File: src/rtl/snake_move_ctrl.sv
// Snake movement scheduler: button debounce, pending direction with reversal
// rejection, step tick generation, head advance with wrap, IDLE/RUN/DEAD FSM.

module snake_btn_deb #(
   parameter int DEB_CNT = 4
) (
   input  logic clk,
   input  logic reset,
   input  logic raw,
   output logic press
);
   localparam int CW = (DEB_CNT < 2) ? 1 : $clog2(DEB_CNT);

   logic          s1, s2, lvl, lvl_d;
   logic [CW-1:0] cnt;

   always_ff @(posedge clk or negedge reset) begin
      if (!reset) begin
         s1    <= 1'b1;
         s2    <= 1'b1;
         lvl   <= 1'b1;
         lvl_d <= 1'b1;
         cnt   <= '0;
      end else begin
         s1    <= raw;
         s2    <= s1;
         lvl_d <= lvl;
         if (s2 == lvl) begin
            cnt <= '0;
         end else if (cnt == CW'(DEB_CNT - 1)) begin
            lvl <= s2;
            cnt <= '0;
         end else begin
            cnt <= cnt + 1'b1;
         end
      end
   end

   // one-cycle pulse on the released->pressed edge of the debounced level
   assign press = lvl_d & ~lvl;
endmodule

module snake_move_ctrl #(
   parameter int TICK_DIV = 2500000,
   parameter int DEB_CNT  = 250000,
   parameter int GRID_W   = 40,
   parameter int GRID_H   = 30
) (
   input  logic       clk,
   input  logic       reset,
   input  logic       btn1,
   input  logic       btn2,
   input  logic       btn3,
   input  logic       btn4,
   input  logic       collision,
   output logic [1:0] move_direction,
   output logic [5:0] head_x,
   output logic [4:0] head_y,
   output logic       step,
   output logic       running,
   output logic       dead
);
   localparam int TW = $clog2(TICK_DIV);
   localparam logic [5:0] X0 = 6'(GRID_W / 2);
   localparam logic [4:0] Y0 = 5'(GRID_H / 2);

   typedef enum logic [1:0] {IDLE, RUN, DEAD} state_t;

   state_t        state;
   logic [TW-1:0] tcnt;
   logic [1:0]    pending_dir, pdir, ref_dir;
   logic [3:0]    raw, press;
   logic          any_press, tick_due, tick, accept;
   logic [5:0]    nx;
   logic [4:0]    ny;

   assign raw = {btn4, btn3, btn2, btn1};

   for (genvar i = 0; i < 4; i++) begin : g_deb
      snake_btn_deb #(.DEB_CNT(DEB_CNT)) u_deb (
         .clk   (clk),
         .reset (reset),
         .raw   (raw[i]),
         .press (press[i])
      );
   end

   always_comb begin
      any_press = |press;
      pdir = 2'd3;
      if (press[0])      pdir = 2'd0;
      else if (press[1]) pdir = 2'd1;
      else if (press[2]) pdir = 2'd2;
      tick_due = (state == RUN) && (tcnt == TW'(TICK_DIV - 1));
      tick     = tick_due && !collision;
      // on a tick edge the pending direction is what gets committed
      ref_dir  = tick_due ? pending_dir : move_direction;
      accept   = any_press && (pdir != (ref_dir ^ 2'd2));
      nx = head_x;
      ny = head_y;
      case (pending_dir)
         2'd0: nx = (head_x == 6'd0) ? 6'(GRID_W - 1) : head_x - 6'd1;
         2'd1: ny = (head_y == 5'd0) ? 5'(GRID_H - 1) : head_y - 5'd1;
         2'd2: nx = (head_x == 6'(GRID_W - 1)) ? 6'd0 : head_x + 6'd1;
         default: ny = (head_y == 5'(GRID_H - 1)) ? 5'd0 : head_y + 5'd1;
      endcase
   end

   always_ff @(posedge clk or negedge reset) begin
      if (!reset) begin
         state          <= IDLE;
         tcnt           <= '0;
         move_direction <= 2'd2;
         pending_dir    <= 2'd2;
         head_x         <= X0;
         head_y         <= Y0;
         step           <= 1'b0;
         running        <= 1'b0;
         dead           <= 1'b0;
      end else begin
         step <= 1'b0;
         case (state)
            IDLE: begin
               tcnt <= '0;
               if (accept) begin
                  pending_dir <= pdir;
                  state       <= RUN;
                  running     <= 1'b1;
               end
            end
            RUN: begin
               if (collision) begin
                  state   <= DEAD;
                  running <= 1'b0;
                  dead    <= 1'b1;
               end else begin
                  tcnt <= tick ? '0 : tcnt + 1'b1;
                  if (accept) pending_dir <= pdir;
                  if (tick) begin
                     move_direction <= pending_dir;
                     head_x         <= nx;
                     head_y         <= ny;
                     step           <= 1'b1;
                  end
               end
            end
            DEAD: begin
               // restart press is consumed; it does not seed pending_dir
               if (any_press) begin
                  state          <= IDLE;
                  tcnt           <= '0;
                  move_direction <= 2'd2;
                  pending_dir    <= 2'd2;
                  head_x         <= X0;
                  head_y         <= Y0;
                  running        <= 1'b0;
                  dead           <= 1'b0;
               end
            end
            default: state <= IDLE;
         endcase
      end
   end
endmodule

File: config.mk
export PLATFORM = sky130hd
export DESIGN_NAME = snake_move_ctrl
export DESIGN_NICKNAME = d
export VERILOG_FILES = /design/src/rtl/snake_move_ctrl.sv
export SDC_FILE = /design/constraint.sdc
export NUM_CORES = 1
export LEC_CHECK = 0
export ABC_AREA = 0
export CORE_AREA = 2 2 112 114
export CTS_CLUSTER_DIAMETER = 30
export DETAILED_ROUTE_END_ITERATION = 10
export DIE_AREA = 0 0 114 116
export MAX_ROUTING_LAYER = met4
export PLACE_DENSITY = 0.73
export SYNTH_ARGS = -nofsm -noshare
export SYNTH_HDL_FRONTEND = slang
export SYNTH_HIERARCHICAL = 1
export SYNTH_SLANG_ARGS = --single-unit
File: constraint.sdc
create_clock -name clk -period 6.33 [get_ports clk]
set_clock_uncertainty 0.05 [all_clocks]
set_input_delay 0.9495 -clock clk [delete_from_list [all_inputs] [get_ports clk]]
set_output_delay 0.9495 -clock clk [all_outputs]
set_load 0.005 [all_outputs]
==> results.yml <==
status:
  status: "completed"
worst_setup_path:
  critPathKind: "flop to flop"
  crit_start: "state[1]$_DFFE_PN0P_"
  cp.arrival_ns: 3.41
  start_kind: "flop"
  end_kind: "flop"
  cp.required_ns: 6.59
  reg2reg_setup_slack_ns: 3.17
  cp_max_fo: 13
  r2r_start: "state[1]$_DFFE_PN0P_"
yosys:
  ys_top_cells_by_count: "106 x dfrtp_1, 79 x nor2_1, 74 x nand2_1"
  synth_cells: 735
  synth.top_cells.by_area: "dfrtp_1 37%, dfstp_2 8.9%, xor2_1 5.4%, nor2_1 4.2%, nand2_1 3.9%"
  synth_largest_area_cell: "dfrtp_1"
  seq_area_frac_synth: 0.463
  synth-seq-cells: 130
  syn-num-nets: 758
  synth-async-reset-ratio: 1.00
  synth.cell_area_sq_mm: 0.00709
  netlist.area_leader.share: 0.374
  yosysWarnings: 6
  synth-main-ff-cell: "dfrtp_1"
  synth-edff-count: 0
  synth_most_common_cell: "dfrtp_1"
  yosysUniqueCellTypes: 64
  synth_area_per_cell_sq_um: 9.65
timing:
  fmax_mhz: 317
  setup_viol: 0
  maxSlewViolCount: 0
  hold_viol_final: 0
  tightestPinTransition_ns: 1.01
  tns_ns: 0
  fin_crit_sh: 0.499
  period_needed_ns: 3.16
  rsz0062_at_grt: "false"
  maxSlewHeadroom: 0.324
pwr:
  leakage_nw: 3.36
  power.total_mw: 2.03
  ir_worst_vdd_v: 0.000197
  power_density_mw_per_mm2: 252
routing:
  firstDrtPassIters: 7
  vias_per_cell: 6.20
  dr_total_vias: 5676
  drt-total-wl_microns: 14600
  drt_iter0_markers: 502
  antenna_left: 0
  drc: 0
  wl_per_cell_microns: 16.0
clocking:
  cts_sinks: 130
  cts-htree-levels: 4
  cts_tree: "yes"
  cts-root-buf: "clkbuf_16"
  clk-insertion-delay-late_ns: 0.41
  ctsHoldBuffers: 0
  cts_resized: 0
  clk_path_buf_depth: 2
  clk_pin_slew_ns: 0.06
  numCtsBuffers: 17
  post_cts_buffers: 0
cells_and_area:
  insertedDiodeCount: 0
  num-nets-final: 778
  fin_util: 0.676
  drive_above_1_share: 0.111
  stdcell_area_sq_mm: 0.00806
  multi_input_area_sq_mm: 0.00361
  fillers: 947
  regArea_sq_mm: 0.00328
  area_delta_synth_final_pct: 13.6
grt:
  grt_overflow: 0
  track_usage: 0.243
  antenna_found_initial: 0
  grt_pass1_wl_microns: 25200
  grt_pass1_vias: 5414
  grt_max_degree: 84
placement:
  place.gp.congestion: 0.926
  io_buffers: 22
  dp_hpwl_microns: 9590
  placed_cell_area_sq_mm: 0.00736
die:
  fp.coreArea_sq_mm: 0.0119
  die_x_microns: 114
  chipHeight_microns: 116
  die_area_sq_mm: 0.0132
  num_io_pins: 23
  rows: 40
  initial_core_util: 0.595
min_path:
  worstHoldStart: "g_deb[1].u_deb/s1$_DFF_PN1_"
  hold_class: "flop to flop"
run:
  cap_violations: 0
-- path summary, 6_finish.rpt --
kind | cells past startpoint | endpoint
setup / recovery | 9 | head_x[3]$_DFFE_PN0P_
hold / removal | 0 | g_deb[1].u_deb/s2$_DFF_PN1_
setup reg to reg | 9 | head_x[3]$_DFFE_PN0P_
hold reg to reg | 0 | g_deb[1].u_deb/s2$_DFF_PN1_
max in group asynchronous | 2 | head_x[0]$_DFFE_PN0P_
min in group asynchronous | 1 | g_deb[2].u_deb/cnt[3]$_DFF_PN0_
-- critical path: stages, from the launching register on --
cell      delay (ns)
dfrtp_1         0.48
inv_1           0.15
ha_1            0.45
nor4bb_1        0.37
nand3_1         0.19
or3_1           0.51
o21ai_2         0.21
and3_1          0.34
o21ai_1         0.11
a21o_1          0.19
-- placed cells by master (no fill, tap or decap), types with 12 or more instances in the layout --
cell	n
a21oi_1	34
and3_1	18
and4_1	14
clkbuf_16	17
clkdlybuf4s50_1	21
dfrtp_1	106
dfstp_2	24
ha_1	16
inv_1	14
nand2_1	74
nand3_1	53
nand4_1	12
nor2_1	79
nor4_1	17
o21ai_0	42
o31ai_1	26
or4_1	17
xnor2_1	13
xor2_1	44
-- power by group --
group | leakage (nW) | switching [mW] | internal [mW]
sequential | 1.70 | 0.00815 | 0.844
clock | 0.336 | 0.357 | 0.771
combinational | 1.32 | 0.0326 | 0.0145
total | 3.36 | 0.398 | 1.63
-- state kept, by name, summed over array words and instances, names as in the netlist --
name / cells
move_direction: 2
tcnt: 22
pending_dir: 2
g_deb.u_deb/s1: 4
head_x: 6
g_deb.u_deb/lvl_d: 4
g_deb.u_deb/cnt: 72
dead: 1
g_deb.u_deb/lvl: 4
step: 1
head_y: 5
g_deb.u_deb/s2: 4
state: 2
running: 1
-- routing by layer --
metal  track usage  wire (microns)  part of all wire
met1         0.322            6720              0.46
met2         0.373            7150              0.49
met3        0.0570             604             0.041
met5             -               0                 0
met4        0.0797             163             0.011
-- stage by stage --
step                instances  hold slack, ns  worst slack [ns]
finish                    915           0.306              3.17
detailed placement        883           0.298              3.08
CTS                       915           0.306              3.24
global placement          883           0.299              3.20
global route              915           0.309              3.00
floorplan                 735           0.295              3.93
-- cell type report --
type                            instances  area share
Tap cell                              147      0.0228
Sequential cell                       130       0.407
Clock buffer                           20      0.0579
Clock inverter                         12      0.0283
Timing Repair Buffer                   24      0.0289
Inverter                               15     0.00699
Multi-Input combinational cell        567       0.448
-- kinds of logic (layout without fill, tap and decap cells) --
| kind of cell | count (synthesis) | after routing | synth area share |
|---|---|---|---|
| DFF | 130 | 130 | 0.463 |
| buffers and inverters | 38 | 71 | 0.0286 |
| adders and majority gates | 16 | 16 | 0.0282 |
| muxes | 5 | 5 | 0.00776 |
| and+or+nand+nor | 348 | 348 | 0.265 |
| xor gates and xnor gates | 57 | 57 | 0.0704 |
| AOI/OAI and AO/OA | 141 | 141 | 0.137 |
(Power assumes the default switching activity.)
